## config.mk

```make
export PLATFORM = sky130hd
export DESIGN_NAME = bram_loader
export DESIGN_NICKNAME = d
export VERILOG_FILES = /design/src/rtl/cnn_acc_pkg.sv /design/src/rtl/bram_loader.sv
export SDC_FILE = /design/constraint.sdc
export NUM_CORES = 1
export LEC_CHECK = 0
export BUFFER_PORTS_ARGS = -buffer_cell sky130_fd_sc_hd__buf_2
export CAP_MARGIN = 15
export CORE_ASPECT_RATIO = 0.5
export CORE_UTILIZATION = 40
export CTS_CLUSTER_DIAMETER = 30
export DETAILED_ROUTE_END_ITERATION = 7
export GPL_ROUTABILITY_DRIVEN = 0
export PLACE_DENSITY = 0.61
export SKIP_LAST_GASP = 1
export SYNTH_ARGS = -nofsm -noshare
export SYNTH_HDL_FRONTEND = slang
export SYNTH_SLANG_ARGS = --single-unit
```

## constraint.sdc

```tcl
create_clock -name clk -period 3.6 [get_ports clk]
set_input_delay 0.54 -clock clk [delete_from_list [all_inputs] [get_ports clk]]
set_output_delay 0.54 -clock clk [all_outputs]
set_load 0.01 [all_outputs]
```

## src/rtl/cnn_acc_pkg.sv

```systemverilog
// Constants shared by the CNN accelerator BRAM fill and PE-read sides.
// Loader FSM encodings, BRAM target selects and the default geometry.
package cnn_acc_pkg;

  localparam int unsigned CNN_DW = 16;
  localparam int unsigned CNN_AW = 10;

  localparam logic [1:0] LDR_IDLE = 2'd0;
  localparam logic [1:0] LDR_LOAD = 2'd1;
  localparam logic [1:0] LDR_DONE = 2'd2;

  localparam logic SEL_BRAM_A = 1'b0;
  localparam logic SEL_BRAM_B = 1'b1;

endpackage

```

## src/rtl/bram_loader.sv

```systemverilog
// Stream-to-BRAM writer: fills feature-map BRAM A or weight BRAM B from a valid/ready stream.
// Optional running checksum output enabled by BRAM_LOADER_CHECKSUM_EN.
module bram_loader
  import cnn_acc_pkg::*;
#(
  parameter int unsigned DW = CNN_DW,
  parameter int unsigned AW = CNN_AW
) (
  input  logic          clk,
  input  logic          rst,
  input  logic          start,
  input  logic          sel,
  input  logic [AW-1:0] base,
  input  logic [AW:0]   count,
  input  logic          s_valid,
  output logic          s_ready,
  input  logic [DW-1:0] s_data,
  output logic          wea,
  output logic [AW-1:0] addra,
  output logic [DW-1:0] dina,
  output logic          web,
  output logic [AW-1:0] addrb,
  output logic [DW-1:0] dinb,
  output logic          busy,
  output logic          done
`ifdef BRAM_LOADER_CHECKSUM_EN
  ,
  output logic [DW-1:0] checksum
`endif
);

  logic [1:0]    state;
  logic          sel_q;
  logic [AW-1:0] base_q;
  logic [AW:0]   count_q;
  logic [AW:0]   idx;
  logic [AW:0]   idx_nxt;
  logic [AW-1:0] waddr;
  logic          hs;

  assign s_ready = (state == LDR_LOAD);
  assign busy    = (state != LDR_IDLE);
  assign done    = (state == LDR_DONE);
  assign hs      = s_valid & s_ready;
  assign idx_nxt = idx + {{AW{1'b0}}, 1'b1};
  // Truncating to AW bits gives the modulo-depth wrap of the write address.
  assign waddr   = base_q + idx[AW-1:0];

  always_ff @(posedge clk) begin
    if (rst) begin
      state   <= LDR_IDLE;
      sel_q   <= SEL_BRAM_A;
      base_q  <= '0;
      count_q <= '0;
      idx     <= '0;
      wea     <= 1'b0;
      addra   <= '0;
      dina    <= '0;
      web     <= 1'b0;
      addrb   <= '0;
      dinb    <= '0;
    end else begin
      // Write strobes last one cycle; idle ports present zero address/data.
      wea   <= 1'b0;
      addra <= '0;
      dina  <= '0;
      web   <= 1'b0;
      addrb <= '0;
      dinb  <= '0;
      case (state)
        LDR_IDLE: begin
          if (start) begin
            sel_q   <= sel;
            base_q  <= base;
            count_q <= count;
            idx     <= '0;
            state   <= (count == '0) ? LDR_DONE : LDR_LOAD;
          end
        end
        LDR_LOAD: begin
          if (hs) begin
            if (sel_q == SEL_BRAM_A) begin
              wea   <= 1'b1;
              addra <= waddr;
              dina  <= s_data;
            end else begin
              web   <= 1'b1;
              addrb <= waddr;
              dinb  <= s_data;
            end
            idx <= idx_nxt;
            if (idx_nxt == count_q) state <= LDR_DONE;
          end
        end
        LDR_DONE: state <= LDR_IDLE;
        default:  state <= LDR_IDLE;
      endcase
    end
  end

`ifdef BRAM_LOADER_CHECKSUM_EN
  always_ff @(posedge clk) begin
    if (rst) begin
      checksum <= '0;
    end else if (state == LDR_IDLE && start) begin
      checksum <= '0;
    end else if (hs) begin
      checksum <= checksum + s_data;
    end
  end
`endif

endmodule

```

==> reports/results.tsv <==
stage	metric	value	unit
status	outcome	completed	
logic_synthesis	seq_area_frac_synth	0.5039	
cells_and_area	instances_no_fill	596	
cells_and_area	syn2layout_area_growth	23.99	%
timing	finalSetupTns	0	ps
critical_path	crit_type	flop to flop	
clock_tree	cts-htree-levels	3	
pwr	peakVddDrop	0.2386	mV
cells_and_area	layout_common_cells	buf_2, dfxtp_1, nand2_1	
logic_synthesis	synth_top_area_cell	dfxtp_1	
critical_path	max_stage_delay	770	ps
floorplan	die_h	68.48	um
pwr	power_frac_clock	0.461	
floorplan	start_util	0.4266	
logic_synthesis	synth_enable_flop_cells	0	
timing	fin_crit_sh	0.7560	
timing	hold_violations	0	
timing	fin_crit	2721	ps
place	dpl.cell_count	580	
cells_and_area	num_antenna_cells	0	
drt	drtPass1Iterations	4	
place	io_buffers	98	
timing	fmax	367.5	MHz
drt	routedWlPerCell	12.90	um
place	dp_slack	916.1	ps
logic_synthesis	mappedNetlistNets	442	
critical_path	endpoint_kind	flop	
cells_and_area	fillers	799	
logic_synthesis	synth_area_leaders	dfxtp_1, and2_1, nand2_1	
timing	slew_headroom	0.4136	
pwr	p_seq_frac	0.464	
cells_and_area	drive_above_1_share	0.2521	
logic_synthesis	ys_types	49	
timing	fin_skew	5.102	ps
timing	tightestPinTransition	877.5	ps
clock_tree	cts_tree	done	
drt	drt_iter0_markers	147	
floorplan	die_area	9242	um^2
grt	grt_pass1_vias	2549	
pwr	p_per_area	506.0	nW/um^2
drt	num_vias	2833	
floorplan	die_w	135.0	um
clock_tree	clk_latency	340	ps
logic_synthesis	yosysWarningCount	0	
grt	grt_pass1_wl	11.98	mm
drt	vias_per_cell	4.753	
critical_path	cp_data_arrival_time	2960	ps
timing	rsz0062_at_grt	no	
clock_tree	postCtsSetupBuffers	0	
grt	antenna_found_initial	0	
critical_path	worst_setup_path_start_kind	flop	
clock_tree	clock_sinks	89	
logic_synthesis	async_reset_ff_frac	0	
pwr	p_switching	0.5061	mW
min_path	min_path_type	input port to flop	
job	max-cap-violations	0	
logic_synthesis	syn_inst	389	
clock_tree	cts_buffers	9	
floorplan	rows	23	
critical_path	required	3830	ps
clock_tree	clkTransAtPathRegs	60	ps
floorplan	io_pins	99	
floorplan	core	8288	um^2
logic_synthesis	yosysTopAreaCellShare	0.5039	
pwr	cellLeakagePower	2.050	nW
grt	grt-ovfl-total	0	
timing	whs	403.5	ps
critical_path	crit_slowest_cell	a2111oi_0	
logic_synthesis	ys.flop_type	dfxtp_1	
timing	finalSetupViolCount	0	
drt	wl	7.688	mm
grt	grt_util_all_layers	0.1735	
clock_tree	cts_root_buf	clkbuf_16	
logic_synthesis	ys_seq_elements	89	
place	dp_hpwl	5.506	mm
clock_tree	postCtsHoldBufs	0	
clock_tree	cts_resized	0	
timing	final_max_slew_viol_count	0	
critical_path	cp_cell_sequence	ha_1 -> fa_1 -> a21o_1 -> a21oi_1 -> o21bai_1 -> a2111oi_0 -> or4_1 -> nand2_1	
cells_and_area	final_common_cell	buf_2	
grt	grt_max_degree	38	
logic_synthesis	synth_area	3536	um^2
logic_synthesis	syn_area_per_cell	9.090	um^2
clock_tree	cts_max_path_buffers	2	
critical_path	crit_fanout	7	
drt	drc_errors	0	
cells_and_area	fin_nets	532	
pwr	combinationalPowerShare	0.075	
pwr	netSwitchingFraction	0.2281	
pwr	p_int	1.712	mW
drt	ant_nets	0	
timing	setup_ws	878.5	ps
## worst max-delay path, delay by kind of cell (launching register included)
family          cells  cell delay [ps]
compound gates      4             1310
fa+ha+maj           2              650
flops               1              380
simple gates        2              260
## power groups by stage
stage          clock network [mW]  registers (mW)  logic (mW)
3_3_place_gp                    0            1.05       0.168
2_1_floorplan                   0            1.05       0.104
4_1_cts                      1.04            1.03       0.169
6_report                     1.02            1.03       0.166
3_5_place_dp                    0            1.05       0.168
5_1_grt                      1.08            1.03       0.190
## synth_stat cells (5+ instances only)
| cell | instances |
|---|---|
| o21ai_0 | 13 |
| and2_1 | 39 |
| xnor2_1 | 11 |
| nand2_1 | 60 |
| a21oi_1 | 36 |
| dfxtp_1 | 89 |
| inv_1 | 8 |
| xor2_1 | 9 |
| nand3_1 | 5 |
| ha_1 | 10 |
| nor2_1 | 34 |
| clkbuf_1 | 15 |
## area by class of cell
cell class,instances,area [um^2],area share
clock inverter,5,86.33,0.01969
sequential,89,1782,0.4064
clock buffer,11,242.7,0.05537
inverter,8,30.03,0.006849
timing repair buffer,99,498.0,0.1136
multi-input combinational,272,1605,0.3662
tap,112,140.1,0.03196
## per-stage QoR
stage                     instance area [um^2]  utilization  power (mW)
after floorplan                           3536            -       1.157
after global placement                    4055       0.4893       1.220
after detailed placement                  4055       0.4893       1.221
after CTS                                 4384       0.5290       2.241
after global routing                      4384       0.5290       2.306
final                                     4384       0.5290       2.218
## final timing paths
kind / startpoint / end / slack, ps / depth (start not counted)
max reg2reg: idx[0]$_SDFFE_PP0P_ / addrb[8]$_SDFF_PP0_ / 880 / 8
max: idx[0]$_SDFFE_PP0P_ / addrb[8]$_SDFF_PP0_ / 880 / 8
min reg2reg: base_q[4]$_SDFFE_PP0P_ / base_q[4]$_SDFFE_PP0P_ / 460 / 2
min: s_data[14] / dina[14]$_SDFF_PP0_ / 400 / 2
## logic make-up (layout without fill, tap and decap cells)
group,Yosys count,count (layout),share of synthesized area
xor+xnor,20,20,0.04954
flops,89,89,0.5039
fa+ha+maj,11,11,0.04105
buf+inv,28,123,0.04211
compound gates,73,73,0.1274
simple gates,168,168,0.2360
## registers in the layout, summed over array words and instances (netlist names)
register and count:
addra 10, addrb 10, base_q 10, count_q 11, dina 16, dinb 16
idx 11, sel_q 1, state 2, wea 1, web 1
## layer usage
layer  track usage  share of wire  up-vias  wire (um)
met5             0              0        -          0
met4       0.06882         0.0094        0         72
met3       0.05778          0.071        7        549
met2        0.2803           0.41       85       3146
met1        0.2167           0.51     1249       3920
li1              -              -     1492          -
Note: power is estimated with default switching activity, not from simulation.
